## src/rtl/mc_controller_ext.sv

```systemverilog
// Multicycle MIPS control unit: main FSM plus ALU decoder for the shared
// instruction/data memory datapath. Memory accesses can stretch over several
// cycles via memready. Unsupported opcodes/functs raise a one-cycle illegal pulse.
module mc_controller_ext #(
   parameter int USE_MEMREADY = 1,
   parameter int ENABLE_BNE   = 1,
   parameter int ENABLE_ADDI  = 1,
   parameter int ENABLE_J     = 1
) (
   input  logic       clk,
   input  logic       reset,
   input  logic [5:0] op,
   input  logic [5:0] funct,
   input  logic       zero,
   input  logic       memready,
   output logic       pcen,
   output logic       memwrite,
   output logic       irwrite,
   output logic       regwrite,
   output logic       alusrca,
   output logic       iord,
   output logic       memtoreg,
   output logic       regdst,
   output logic [1:0] alusrcb,
   output logic [1:0] pcsrc,
   output logic [2:0] alucontrol,
   output logic       illegal,
   output logic [3:0] state
);

   typedef enum logic [3:0] {
      S_FETCH  = 4'd0,
      S_DECODE = 4'd1,
      S_MEMADR = 4'd2,
      S_MEMRD  = 4'd3,
      S_MEMWB  = 4'd4,
      S_MEMWR  = 4'd5,
      S_RTEX   = 4'd6,
      S_RTWB   = 4'd7,
      S_BEQ    = 4'd8,
      S_ADDIEX = 4'd9,
      S_ADDIWB = 4'd10,
      S_JMP    = 4'd11,
      S_BNE    = 4'd12
   } state_t;

   localparam logic [5:0] OP_RTYPE = 6'b000000;
   localparam logic [5:0] OP_LW    = 6'b100011;
   localparam logic [5:0] OP_SW    = 6'b101011;
   localparam logic [5:0] OP_BEQ   = 6'b000100;
   localparam logic [5:0] OP_BNE   = 6'b000101;
   localparam logic [5:0] OP_ADDI  = 6'b001000;
   localparam logic [5:0] OP_J     = 6'b000010;

   localparam logic [2:0] ALU_ADD = 3'b010;
   localparam logic [2:0] ALU_SUB = 3'b110;
   localparam logic [2:0] ALU_AND = 3'b000;
   localparam logic [2:0] ALU_OR  = 3'b001;
   localparam logic [2:0] ALU_SLT = 3'b111;

   state_t     state_reg;
   state_t     state_next;
   logic       mem_ok;
   logic [2:0] funct_alu;
   logic       funct_ok;

   // Single-cycle memory builds simply treat every access as completing at once.
   assign mem_ok = (USE_MEMREADY != 0) ? memready : 1'b1;
   assign state  = state_reg;

   // State register; reset aborts any instruction in flight.
   always_ff @(posedge clk or posedge reset) begin
      if (reset) state_reg <= S_FETCH;
      else       state_reg <= state_next;
   end

   // R-type funct decode; unsupported functs fall back to add and are flagged.
   always_comb begin
      funct_alu = ALU_ADD;
      funct_ok  = 1'b1;
      case (funct)
         6'b100000: funct_alu = ALU_ADD;
         6'b100010: funct_alu = ALU_SUB;
         6'b100100: funct_alu = ALU_AND;
         6'b100101: funct_alu = ALU_OR;
         6'b101010: funct_alu = ALU_SLT;
         default:   funct_ok  = 1'b0;
      endcase
   end

   // Next-state and Moore-style control outputs (plus memready/zero/funct qualifiers).
   always_comb begin
      state_next = S_FETCH;
      pcen       = 1'b0;
      memwrite   = 1'b0;
      irwrite    = 1'b0;
      regwrite   = 1'b0;
      alusrca    = 1'b0;
      iord       = 1'b0;
      memtoreg   = 1'b0;
      regdst     = 1'b0;
      alusrcb    = 2'b00;
      pcsrc      = 2'b00;
      alucontrol = ALU_ADD;
      illegal    = 1'b0;
      case (state_reg)
         S_FETCH: begin
            alusrcb    = 2'b01;
            irwrite    = mem_ok;
            pcen       = mem_ok;
            state_next = mem_ok ? S_DECODE : S_FETCH;
         end
         S_DECODE: begin
            alusrcb = 2'b11;
            if (op == OP_LW || op == OP_SW)               state_next = S_MEMADR;
            else if (op == OP_RTYPE)                      state_next = S_RTEX;
            else if (op == OP_BEQ)                        state_next = S_BEQ;
            else if (op == OP_BNE  && ENABLE_BNE  != 0)   state_next = S_BNE;
            else if (op == OP_ADDI && ENABLE_ADDI != 0)   state_next = S_ADDIEX;
            else if (op == OP_J    && ENABLE_J    != 0)   state_next = S_JMP;
            else begin
               illegal    = 1'b1;
               state_next = S_FETCH;
            end
         end
         S_MEMADR: begin
            alusrca    = 1'b1;
            alusrcb    = 2'b10;
            state_next = (op == OP_LW) ? S_MEMRD : S_MEMWR;
         end
         S_MEMRD: begin
            iord       = 1'b1;
            state_next = mem_ok ? S_MEMWB : S_MEMRD;
         end
         S_MEMWB: begin
            memtoreg = 1'b1;
            regwrite = 1'b1;
         end
         S_MEMWR: begin
            iord       = 1'b1;
            memwrite   = 1'b1;
            state_next = mem_ok ? S_FETCH : S_MEMWR;
         end
         S_RTEX: begin
            alusrca    = 1'b1;
            alucontrol = funct_alu;
            state_next = S_RTWB;
         end
         S_RTWB: begin
            regdst   = 1'b1;
            regwrite = funct_ok;
            illegal  = ~funct_ok;
         end
         S_BEQ: begin
            alusrca    = 1'b1;
            alucontrol = ALU_SUB;
            pcsrc      = 2'b01;
            pcen       = zero;
         end
         S_BNE: begin
            alusrca    = 1'b1;
            alucontrol = ALU_SUB;
            pcsrc      = 2'b01;
            pcen       = ~zero;
         end
         S_ADDIEX: begin
            alusrca    = 1'b1;
            alusrcb    = 2'b10;
            state_next = S_ADDIWB;
         end
         S_ADDIWB: begin
            regwrite = 1'b1;
         end
         S_JMP: begin
            pcsrc = 2'b10;
            pcen  = 1'b1;
         end
         default: state_next = S_FETCH;
      endcase
   end

endmodule

```

## config.mk

```make
export PLATFORM = sky130hd
export DESIGN_NAME = mc_controller_ext
export DESIGN_NICKNAME = d
export VERILOG_FILES = /design/src/rtl/mc_controller_ext.sv
export SDC_FILE = /design/constraint.sdc
export NUM_CORES = 1
export LEC_CHECK = 0
export ABC_AREA = 1
export BUFFER_PORTS_ARGS = -buffer_cell sky130_fd_sc_hd__buf_2
export CORE_MARGIN = 3
export CORE_UTILIZATION = 43
export DETAILED_ROUTE_END_ITERATION = 16
export PLACE_DENSITY_LB_ADDON = 0.2
export SYNTH_ARGS = -nofsm -noshare
export SYNTH_HDL_FRONTEND = slang
export SYNTH_SLANG_ARGS = --single-unit
```

## constraint.sdc

```tcl
create_clock -name clk -period 1.8 [get_ports clk]
set_input_delay 0.54 -clock clk [delete_from_list [all_inputs] [get_ports clk]]
set_output_delay 0.54 -clock clk [all_outputs]
set_load 0.03 [all_outputs]
```

==> reports/metrics.yaml <==
setup_violations: 15
worstPathArrival_ns: 1.53
p_leak_uw: 0.000789
top_layer: "met4"
largest_reg_flops: 4
die_h_um: 45.6
start_util: 0.489
violations: "setup timing"
maxCapViolations: 0
stdcell_area_um2: 1290
max_freq_mhz: 484
ant_nets: 0
drc: 0
cts_root_buffer: "clkbuf_4"
rsz0062_at_grt: "true"
port_buffers: 35
synth_top_area_frac: 0.148
coreArea_um2: 1380
yosys.area.top_type: "dfrtp_1"
endpoint: "illegal"
r2r_slack_ns: 0.42
tightest_slew_ns: 0.280
critical_path_class: "reg -> out"
place.gp.congestion: 0.843
multiInputGateArea_um2: 594
syn-cell-area_um2: 676
fp-row-count: 13
status: "finished with violations"
area_growth_pct: 91.5
synth_async_sr_flop_share: 1.00
fin_setup_tns_ns: -2.10
reg2reg_from: "state[0]"
tritoncts: "built"
synth-seq-area-share: 0.148
gr-total-overflow: 0
max-vdd-ir-drop_uv: 611
via_per_inst: 5.84
synth_edf_count: 0
nets: 196
setup_slack_ns: -0.266
die_w_um: 45.6
fill_cells: 49
wl_mm: 3.51
avgSynthCellArea_um2: 5.68
htree_num_levels: 1
ff_latch_area_um2: 105
path_max_fanout: 4
crit_start: "state[3]"
ctsHoldBuffers: 0
grt_pass1_vias: 959
dpl.cell_count: 177
die_area_um2: 2080
insertion_delay_ns: 0.25
ios: 36
power_density_nw_per_um2: 929
clock_sinks: 4
start_kind: "flop"
drt_iter0_drc: 64
clock_skew_ns: 0.00522
synthTopCellsByCount: "25 x nand2_1, 24 x inv_1, 21 x nor2_1, 17 x nand3_1, 5 x nor2_4"
diodes: 0
relSlewSlack: 0.812
fin_crit_sh: 1.15
hold_path.class: "in -> async"
synthTopCellsByArea: "dfrtp_1 15%, nand2_1 14%, inv_1 13%"
ys_ff_latch: 4
hold_violations: 0
drv_slew: 0
grt_pass1_wl_mm: 3.85
clockBufferDepth: 2
cp-end-kind: "output pin"
synth.most_common_cell: "nand2_1"
required_ns: 1.26
hpwl_mm: 1.54
met1Wirelength_mm: 1.18
yosysWarnings: 0
drt_pass1_iterations: 4
grt_max_degree: 6
cts_inserted_buffers: 3
wl_met2_mm: 1.79
synth_ff_type: "dfrtp_1"
finalCriticalPeriod_ns: 2.07
drive_above_1_share: 0.596
reg2reg_depth: 7
regToRegEndpoint: "state[1]"
ys_types: 19
wl_met3_um: 348
placed_cell_area_um2: 972
vias: 1128
grt_usage: 0.255
antenna_found_initial: 0
syn_inst: 119
clk_pin_slew_ns: 0.05
wl_per_cell_um: 18.2
total_power_uw: 1200
fin_cells: 193
synth_nets: 135
kinds of logic (layout without fill, tap and decap cells):
family,count (synthesis),after routing,share of synthesized area
flip-flops,4,4,0.148
XOR/XNOR,1,1,0.0130
buffers and inverters,28,87,0.159
AND/OR/NAND/NOR,79,79,0.617
AO/OA/AOI/OAI,7,7,0.0629
routing by layer:
metal | track usage | vias to the layer above
li1 | - | 489
met1 | 0.239 | 508
met2 | 0.504 | 105
met3 | 0.0237 | 26
met4 | 0.164 | 0
met5 | 0 | -
placed cells by master (no fill, tap or decap), types with 2 or more instances in the layout:
| master | n |
|---|---|
| a21oi_2 | 2 |
| buf_2 | 19 |
| buf_4 | 19 |
| buf_6 | 18 |
| clkbuf_4 | 3 |
| dfrtp_2 | 4 |
| inv_1 | 18 |
| inv_2 | 7 |
| inv_4 | 3 |
| nand2_1 | 17 |
| nand2_2 | 6 |
| nand2_4 | 4 |
| nand3_1 | 15 |
| nand3_2 | 2 |
| nand4_1 | 3 |
| nor2_1 | 16 |
| nor2_2 | 2 |
| nor2_4 | 9 |
| o21ai_2 | 2 |
how the worst min path moves through the flow:
stage	depth (start not counted)	end	start
3_5_place_dp	2	state[0]	reset
3_3_place_gp	2	state[0]	reset
4_1_cts	2	state[1]	reset
6_report	2	state[1]	reset
2_1_floorplan	1	state[0]	reset
5_1_grt	2	state[3]	reset
repair_timing:
action / 4_1_cts / 5_1_grt
setup buffers: 7 / 7
gates resized for setup: 37 / 27
pin swaps: 12 / 3
endpoints found under the setup margin: 14 / 16
critical path: stages, from the launching register on:
cell and delay [ns]:
dfrtp_2 0.46, nor2_4 0.17, inv_2 0.07, nor2_4 0.11, nand2_1 0.08, nor2_1 0.11
nand2_1 0.08, nand2_2 0.06, buf_6 0.12
power breakdown:
part	internal, uW	switching, uW
logic	370	546
registers	110	46.8
clock network	75.7	53.0
total	556	646
metrics by stage:
| step | utilization | hold slack, ns | worst slack (ns) |
|---|---|---|---|
| global route | 0.936 | 0.189 | -0.353 |
| detailed placement | 0.703 | 0.423 | -0.214 |
| CTS | 0.837 | 0.165 | -0.133 |
| global placement | 0.703 | 0.417 | -0.175 |
| floorplan | - | 0.306 | -0.0875 |
| finish | 0.936 | 0.180 | -0.266 |
final cells by class:
cell class,instances,share of cell area
Multi-Input combinational cell,87,0.459
Timing Repair Buffer,56,0.340
Inverter,28,0.0870
Sequential cell,4,0.0812
Clock buffer,3,0.0174
Tap cell,15,0.0145
Power figures use the tool's default switching activity.
